### config.mk
export PLATFORM = sky130hd
export DESIGN_NAME = sht_meas_sequencer
export DESIGN_NICKNAME = d
export VERILOG_FILES = /design/src/rtl/sht_meas_sequencer.sv
export SDC_FILE = /design/constraint.sdc
export NUM_CORES = 1
export LEC_CHECK = 0
export ABC_CLOCK_PERIOD_IN_PS = 6400
export BUFFER_PORTS_ARGS = -buffer_cell sky130_fd_sc_hd__buf_2
export CAP_MARGIN = 20
export CORE_MARGIN = 2
export CORE_UTILIZATION = 55
export CTS_CLUSTER_SIZE = 24
export DETAILED_ROUTE_END_ITERATION = 6
export PLACE_DENSITY = 0.73
export SETUP_SLACK_MARGIN = 0.05
export SYNTH_ARGS = -nofsm -noshare
export SYNTH_HDL_FRONTEND = slang
export SYNTH_SLANG_ARGS = --single-unit
export TNS_END_PERCENT = 30
### constraint.sdc
create_clock -name clk -period 6.4 [get_ports clk]
set_input_delay 0.64 -clock clk [delete_from_list [all_inputs] [get_ports clk]]
set_output_delay 0.64 -clock clk [all_outputs]
set_load 0.05 [all_outputs]
### src/rtl/sht_meas_sequencer.sv
// I2C master and sequencer for one SHT3x single-shot measurement: command write, conversion wait, 6-byte read.
// Define SHT_CRC_CHECK_EN to build the CRC-8 checker; without it crc_err is tied to 2'b00.
module sht_meas_sequencer #(
    parameter logic [6:0]  SLAVE_ADDR = 7'h44,
    parameter logic [15:0] MEAS_CMD   = 16'h2400,
    parameter int          CLK_DIV    = 125,
    parameter int          MEAS_WAIT  = 750000
) (
    input  logic        clk,
    input  logic        rst_n,
    input  logic        start,
    output logic        busy,
    output logic        done,
    output logic [15:0] temp,
    output logic [15:0] hum,
    output logic [1:0]  crc_err,
    output logic        nack_err,
    output logic        scl_oe,
    output logic        sda_oe,
    input  logic        sda_i,
    output logic [3:0]  state_dbg
);

    // Handshake: start is a one-cycle request taken only in IDLE; busy rises the next cycle and
    // drops in the single FINISH cycle, where done pulses once with all result outputs already valid.
    typedef enum logic [3:0] {
        ST_IDLE    = 4'd0,
        ST_W_START = 4'd1,
        ST_W_ADDR  = 4'd2,
        ST_W_CMD_M = 4'd3,
        ST_W_CMD_L = 4'd4,
        ST_W_STOP  = 4'd5,
        ST_WAIT    = 4'd6,
        ST_R_START = 4'd7,
        ST_R_ADDR  = 4'd8,
        ST_R_DATA  = 4'd9,
        ST_R_STOP  = 4'd10,
        ST_FINISH  = 4'd11
    } state_t;

    localparam int DW = (CLK_DIV > 1) ? $clog2(CLK_DIV) : 1;
    localparam int WW = (MEAS_WAIT > 1) ? $clog2(MEAS_WAIT + 1) : 1;
    localparam logic [DW-1:0] DIV_LAST  = DW'(CLK_DIV - 1);
    localparam logic [WW-1:0] WAIT_LAST = WW'(MEAS_WAIT - 1);

    state_t        state_q, state_d;
    logic [DW-1:0] div_q;
    logic [WW-1:0] wait_q;
    logic [1:0]    qtr_q;
    logic [3:0]    bit_q;
    logic [2:0]    byte_q;
    logic          ack_q;
    logic          nack_q;
    logic [6:0]    rx_q;
    logic [15:0]   t_word_q, h_word_q;
    logic [15:0]   temp_q, hum_q;
    logic          nack_err_q;
    logic          scl_oe_q, sda_oe_q;
    logic          scl_oe_d, sda_oe_d;
    logic [7:0]    tx_byte;
    logic [7:0]    rx_byte;
    logic          timed, byte_st, tick, sample, bit_end, last_bit, accept, fin;

    assign timed    = !(state_q inside {ST_IDLE, ST_WAIT, ST_FINISH});
    assign byte_st  = state_q inside {ST_W_ADDR, ST_W_CMD_M, ST_W_CMD_L, ST_R_ADDR, ST_R_DATA};
    assign tick     = timed && (div_q == DIV_LAST);
    assign sample   = tick && (qtr_q == 2'd2);
    assign bit_end  = tick && (qtr_q == 2'd3);
    assign last_bit = (bit_q == 4'd8);
    assign accept   = (state_q == ST_IDLE) && start;
    assign fin      = (state_d == ST_FINISH);
    assign rx_byte  = {rx_q, sda_i};

    always_ff @(posedge clk or negedge rst_n) begin
        if (!rst_n) begin
            state_q <= ST_IDLE;
        end else begin
            state_q <= state_d;
        end
    end

    always_comb begin
        state_d = state_q;
        case (state_q)
            ST_IDLE:    if (start) state_d = ST_W_START;
            ST_W_START: if (bit_end) state_d = ST_W_ADDR;
            ST_W_ADDR:  if (bit_end && last_bit) state_d = ack_q ? ST_W_STOP : ST_W_CMD_M;
            ST_W_CMD_M: if (bit_end && last_bit) state_d = ack_q ? ST_W_STOP : ST_W_CMD_L;
            ST_W_CMD_L: if (bit_end && last_bit) state_d = ST_W_STOP;
            ST_W_STOP:  if (bit_end) state_d = nack_q ? ST_FINISH : ST_WAIT;
            ST_WAIT:    if (wait_q == WAIT_LAST) state_d = ST_R_START;
            ST_R_START: if (bit_end) state_d = ST_R_ADDR;
            ST_R_ADDR:  if (bit_end && last_bit) state_d = ack_q ? ST_R_STOP : ST_R_DATA;
            ST_R_DATA:  if (bit_end && last_bit && (byte_q == 3'd5)) state_d = ST_R_STOP;
            ST_R_STOP:  if (bit_end) state_d = ST_FINISH;
            ST_FINISH:  state_d = ST_IDLE;
            default:    state_d = ST_IDLE;
        endcase
    end

    always_comb begin
        tx_byte  = 8'h00;
        scl_oe_d = 1'b0;
        sda_oe_d = 1'b0;
        busy     = 1'b1;
        done     = 1'b0;
        case (state_q)
            ST_W_ADDR:  tx_byte = {SLAVE_ADDR, 1'b0};
            ST_W_CMD_M: tx_byte = MEAS_CMD[15:8];
            ST_W_CMD_L: tx_byte = MEAS_CMD[7:0];
            ST_R_ADDR:  tx_byte = {SLAVE_ADDR, 1'b1};
            default:    tx_byte = 8'h00;
        endcase
        case (state_q)
            ST_IDLE:   busy = 1'b0;
            ST_FINISH: begin
                busy = 1'b0;
                done = 1'b1;
            end
            ST_W_START, ST_R_START: sda_oe_d = qtr_q[1];
            ST_W_STOP, ST_R_STOP: begin
                scl_oe_d = (qtr_q == 2'd0);
                sda_oe_d = ~qtr_q[1];
            end
            ST_W_ADDR, ST_W_CMD_M, ST_W_CMD_L, ST_R_ADDR: begin
                scl_oe_d = ~qtr_q[1];
                sda_oe_d = !last_bit && !tx_byte[3'd7 - bit_q[2:0]];
            end
            // Receive: ACK bytes 0-4, leave the bus released (NACK) after byte 5.
            ST_R_DATA: begin
                scl_oe_d = ~qtr_q[1];
                sda_oe_d = last_bit && (byte_q != 3'd5);
            end
            default: ;
        endcase
    end

    always_ff @(posedge clk or negedge rst_n) begin
        if (!rst_n) begin
            div_q      <= '0;
            wait_q     <= '0;
            qtr_q      <= 2'd0;
            bit_q      <= 4'd0;
            byte_q     <= 3'd0;
            ack_q      <= 1'b0;
            nack_q     <= 1'b0;
            rx_q       <= 7'd0;
            t_word_q   <= 16'h0000;
            h_word_q   <= 16'h0000;
            temp_q     <= 16'h0000;
            hum_q      <= 16'h0000;
            nack_err_q <= 1'b0;
            scl_oe_q   <= 1'b0;
            sda_oe_q   <= 1'b0;
        end else begin
            scl_oe_q <= scl_oe_d;
            sda_oe_q <= sda_oe_d;
            div_q    <= (!timed || tick) ? '0 : div_q + 1'b1;
            wait_q   <= (state_q == ST_WAIT) ? wait_q + 1'b1 : '0;
            qtr_q    <= !timed ? 2'd0 : (tick ? qtr_q + 2'd1 : qtr_q);
            if (!byte_st) begin
                bit_q <= 4'd0;
            end else if (bit_end) begin
                bit_q <= last_bit ? 4'd0 : bit_q + 4'd1;
            end
            if (state_q != ST_R_DATA) begin
                byte_q <= 3'd0;
            end else if (bit_end && last_bit) begin
                byte_q <= byte_q + 3'd1;
            end
            if (byte_st && sample && last_bit) begin
                ack_q <= sda_i;
            end
            if (accept) begin
                nack_q     <= 1'b0;
                nack_err_q <= 1'b0;
            end else if (bit_end && last_bit && ack_q &&
                         (state_q inside {ST_W_ADDR, ST_W_CMD_M, ST_W_CMD_L, ST_R_ADDR})) begin
                nack_q <= 1'b1;
            end
            if (state_q == ST_R_DATA && sample && !last_bit) begin
                rx_q <= rx_byte[6:0];
                if (bit_q == 4'd7) begin
                    case (byte_q)
                        3'd0:    t_word_q[15:8] <= rx_byte;
                        3'd1:    t_word_q[7:0]  <= rx_byte;
                        3'd3:    h_word_q[15:8] <= rx_byte;
                        3'd4:    h_word_q[7:0]  <= rx_byte;
                        default: ;
                    endcase
                end
            end
            // Results are loaded on entry to FINISH so they are valid while done is high.
            if (fin) begin
                nack_err_q <= nack_q;
                if (!nack_q) begin
                    temp_q <= t_word_q;
                    hum_q  <= h_word_q;
                end
            end
        end
    end

`ifdef SHT_CRC_CHECK_EN
    logic [7:0] crc_q;
    logic [7:0] crc_step;
    logic [1:0] crc_bad_q;
    logic [1:0] crc_err_q;

    assign crc_step = {crc_q[6:0], 1'b0} ^ ((crc_q[7] ^ sda_i) ? 8'h31 : 8'h00);

    // Bytes 2 and 5 are compared against the running CRC, which then restarts for the next word.
    always_ff @(posedge clk or negedge rst_n) begin
        if (!rst_n) begin
            crc_q     <= 8'hFF;
            crc_bad_q <= 2'b00;
            crc_err_q <= 2'b00;
        end else begin
            if (state_q != ST_R_DATA) begin
                crc_q <= 8'hFF;
            end else if (sample && !last_bit) begin
                if (byte_q == 3'd2 || byte_q == 3'd5) begin
                    if (bit_q == 4'd7) begin
                        crc_q <= 8'hFF;
                        if (byte_q == 3'd2) crc_bad_q[0] <= (rx_byte != crc_q);
                        else                crc_bad_q[1] <= (rx_byte != crc_q);
                    end
                end else begin
                    crc_q <= crc_step;
                end
            end
            if (accept) begin
                crc_bad_q <= 2'b00;
                crc_err_q <= 2'b00;
            end else if (fin && !nack_q) begin
                crc_err_q <= crc_bad_q;
            end
        end
    end

    assign crc_err = crc_err_q;
`else
    assign crc_err = 2'b00;
`endif

    assign temp      = temp_q;
    assign hum       = hum_q;
    assign nack_err  = nack_err_q;
    assign scl_oe    = scl_oe_q;
    assign sda_oe    = sda_oe_q;
    assign state_dbg = state_q;

endmodule

==> out/qor.yml <==
timing.rr.end: "temp[0]"
endpoint_kind: "flip-flop"
cts.sinks: 116
drt_pass1_iterations: 4
final_cells: 656
num_antenna_cells: 0
routed_wl_mm: 11.2
ys_seq_area_share_pct: 51.6
worstMarginPinSlew_ns: 0.862
critPathLaunchType: "flip-flop"
postCtsSetupBuffers: 0
setup_violations: 0
syn-cell-area_um2: 5630
num_vias: 3799
p_per_area_nw_per_um2: 250
worstSetupPathType: "reg -> reg"
slowest_delay_ns: 0.90
cts_root_buf: "clkbuf_8"
dieArea_um2: 11100
drv_cap: 0
min_period_over_period_pct: 57.4
die_w_um: 105
p_switching_mw: 0.364
p_comb_share_pct: 1.3
r2r_cells: 6
drt_iter0_drc: 232
fp-row-count: 36
ir_worst_vdd_v: 0.000189
required_ns: 6.79
routedWlPerCell_um: 17.1
path_max_fanout: 32
p_total_mw: 1.62
fmax_mhz: 272
synth_warnings: 0
r2r_slack_ns: 2.73
skew_ns: 0.0153
worstPathCellList: "nand4bb_1 -> nor3_1 -> a211oi_1 -> nand4_1 -> nand4b_4 -> mux2_4"
synth_area_leaders: "dfrtp_1, mux2_2, mux2_4"
synth_ff_type: "dfrtp_1"
synth_top_area_share_pct: 51.6
ant_nets: 0
synth-seq-cells: 116
crit_path_top_delay_cell: "nand4bb_1"
synthTopCellsByCount: "dfrtp_1, nor2_1, mux2_2, mux2_4, nand2_1"
p_int_mw: 1.25
holdWs_ns: 0.00655
grt_first_pass_wirelength_mm: 19.0
leakage_nw: 3.15
status: "finished, final reports clean"
slew-limit-headroom_pct: 42.2
clock_power_share_pct: 53.4
p_sw_share_pct: 22.5
grt_overflow: 0
rr_startpoint: "state_dbg[0]"
path_delay_family: "simple AND/OR/NAND/NOR gates"
routabilityCongestion: 0.888
drive_above_1_share_pct: 31.0
io_buffers: 44
tns_ns: 0
antenna_found_initial: 0
cts_buffers: 17
power_frac_seq_pct: 45.4
io-pin-count: 47
insertion_delay_ns: 0.52
synth.distinct_cells: 65
cp.arrival_ns: 4.06
path_clk_slew_ns: 0.06
die_h_um: 105
period_minus_slack_ns: 3.67
grt_max_degree: 93
dp_cells: 623
grt_pass1_vias: 3695
cts-htree-levels: 4
cts_resized: 0
cts_tree: "done"
synth.most_common_cell: "dfrtp_1"
syn_avg_cell_area_um2: 12.1
yosysTopAreaCell: "dfrtp_1"
core_area_um2: 9860
grt_setup_unrepaired: "false"
start_util_pct: 57.1
vias_per_cell: 5.79
hold_path_class: "in -> async"
maxSlewViolCount: 0
drcViolationCount: 0
syn_inst: 467
hold_buffers: 0
synth-edff-count: 0
finalHoldViolations: 0
areaGrowthSynthToFinish_pct: 15.0
hpwlAfterDp_mm: 7.40
final_nets: 526
cp_num_buf_inv: 0
cts_buffer_depth: 2
placed_cell_area_um2: 5900
synthArstFlopShare_pct: 100
stdcell_area_um2: 6470
grt.total_usage_pct: 21.9
## worst register-to-register path: cells and delay by family, from the launching register on
family | cells | cell delay, ns
AND/OR/NAND/NOR | 4 | 2.19
flip-flops | 1 | 0.68
multiplexers | 1 | 0.57
AO/OA/AOI/OAI | 1 | 0.12
## cells in the final DEF (no fill, tap or decap), types with 3 or more instances in the layout
cell type	netlist	routed
a211oi_1	3	3
a21oi_1	10	10
a31oi_1	7	7
a41oi_1	3	3
and3_1	6	6
and4_1	4	4
buf_2	10	43
clkbuf_16	0	16
clkinv_2	0	3
clkinv_4	0	4
clkinvlp_4	0	3
dfrtp_1	116	116
ha_1	12	12
inv_1	15	15
inv_6	0	3
mux2_2	42	42
mux2_4	30	30
nand2_1	22	22
nand2b_1	5	5
nand3_1	15	15
nand3b_1	3	3
nand4_1	4	4
nor2_1	46	46
nor2b_1	3	3
nor3_1	11	11
o21ai_0	14	14
or3_1	4	4
xnor2_1	11	11
xor2_1	13	13
## worst max path at each step
stage	start	end	slack (ns)	cells past startpoint
floorplan	state_dbg[0]	busy	3.27	5
global placement	state_dbg[0]	temp[6]	2.82	6
detailed placement	state_dbg[0]	temp[3]	2.73	6
CTS	state_dbg[0]	temp[8]	2.70	6
global route	state_dbg[0]	hum[0]	2.38	6
finish	state_dbg[0]	temp[0]	2.73	6
## flip-flops by register name (all words and copies together) (netlist names), 3 cells and up
name       flops
wait_q        20
h_word_q      16
hum           16
t_word_q      16
temp          16
div_q          7
rx_q           7
bit_q          4
state_dbg      4
byte_q         3
## layout make-up
cell class | count | area, um^2
Clock buffer | 18 | 418
Multi-Input combinational cell | 314 | 2540
Sequential cell | 116 | 2900
Inverter | 15 | 56.3
Tap cell | 133 | 166
Fill cell | 742 | 3390
Clock inverter | 14 | 129
Timing Repair Buffer | 46 | 258
## cell families after synthesis
| kind of cell | synth area share (%) |
|---|---|
| AOI/OAI and AO/OA | 7.36 |
| xor gates and xnor gates | 3.73 |
| adders and majority gates | 2.67 |
| buffers and inverters | 3.36 |
| DFF | 51.6 |
| muxes | 16.4 |
| other | 0.0666 |
| and+or+nand+nor | 14.8 |
## power groups by stage
stage | clock network, mW | registers (mW) | logic [mW]
detailed placement | 0 | 0.747 | 0.0197
finish | 0.863 | 0.734 | 0.0204
global route | 0.916 | 0.733 | 0.0239
floorplan | 0 | 0.747 | 0.00355
global placement | 0 | 0.747 | 0.0193
CTS | 0.878 | 0.734 | 0.0196
## layer usage
layer | vias to the layer above | wire length, um | GRT usage, %
met1 | 1921 | 4980 | 28.7
li1 | 1762 | - | -
met4 | 0 | 169 | 8.10
met5 | - | 0 | 0
met2 | 99 | 5580 | 35.6
met3 | 17 | 474 | 5.12
## through the flow
step | setup WS (ns) | util (%)
3_3_place_gp | 2.82 | 59.8
6_report | 2.73 | 65.6
3_5_place_dp | 2.73 | 59.8
5_1_grt | 2.38 | 65.6
4_1_cts | 2.70 | 65.3
2_1_floorplan | 3.27 | -
Note: power is estimated with default switching activity, not from simulation.
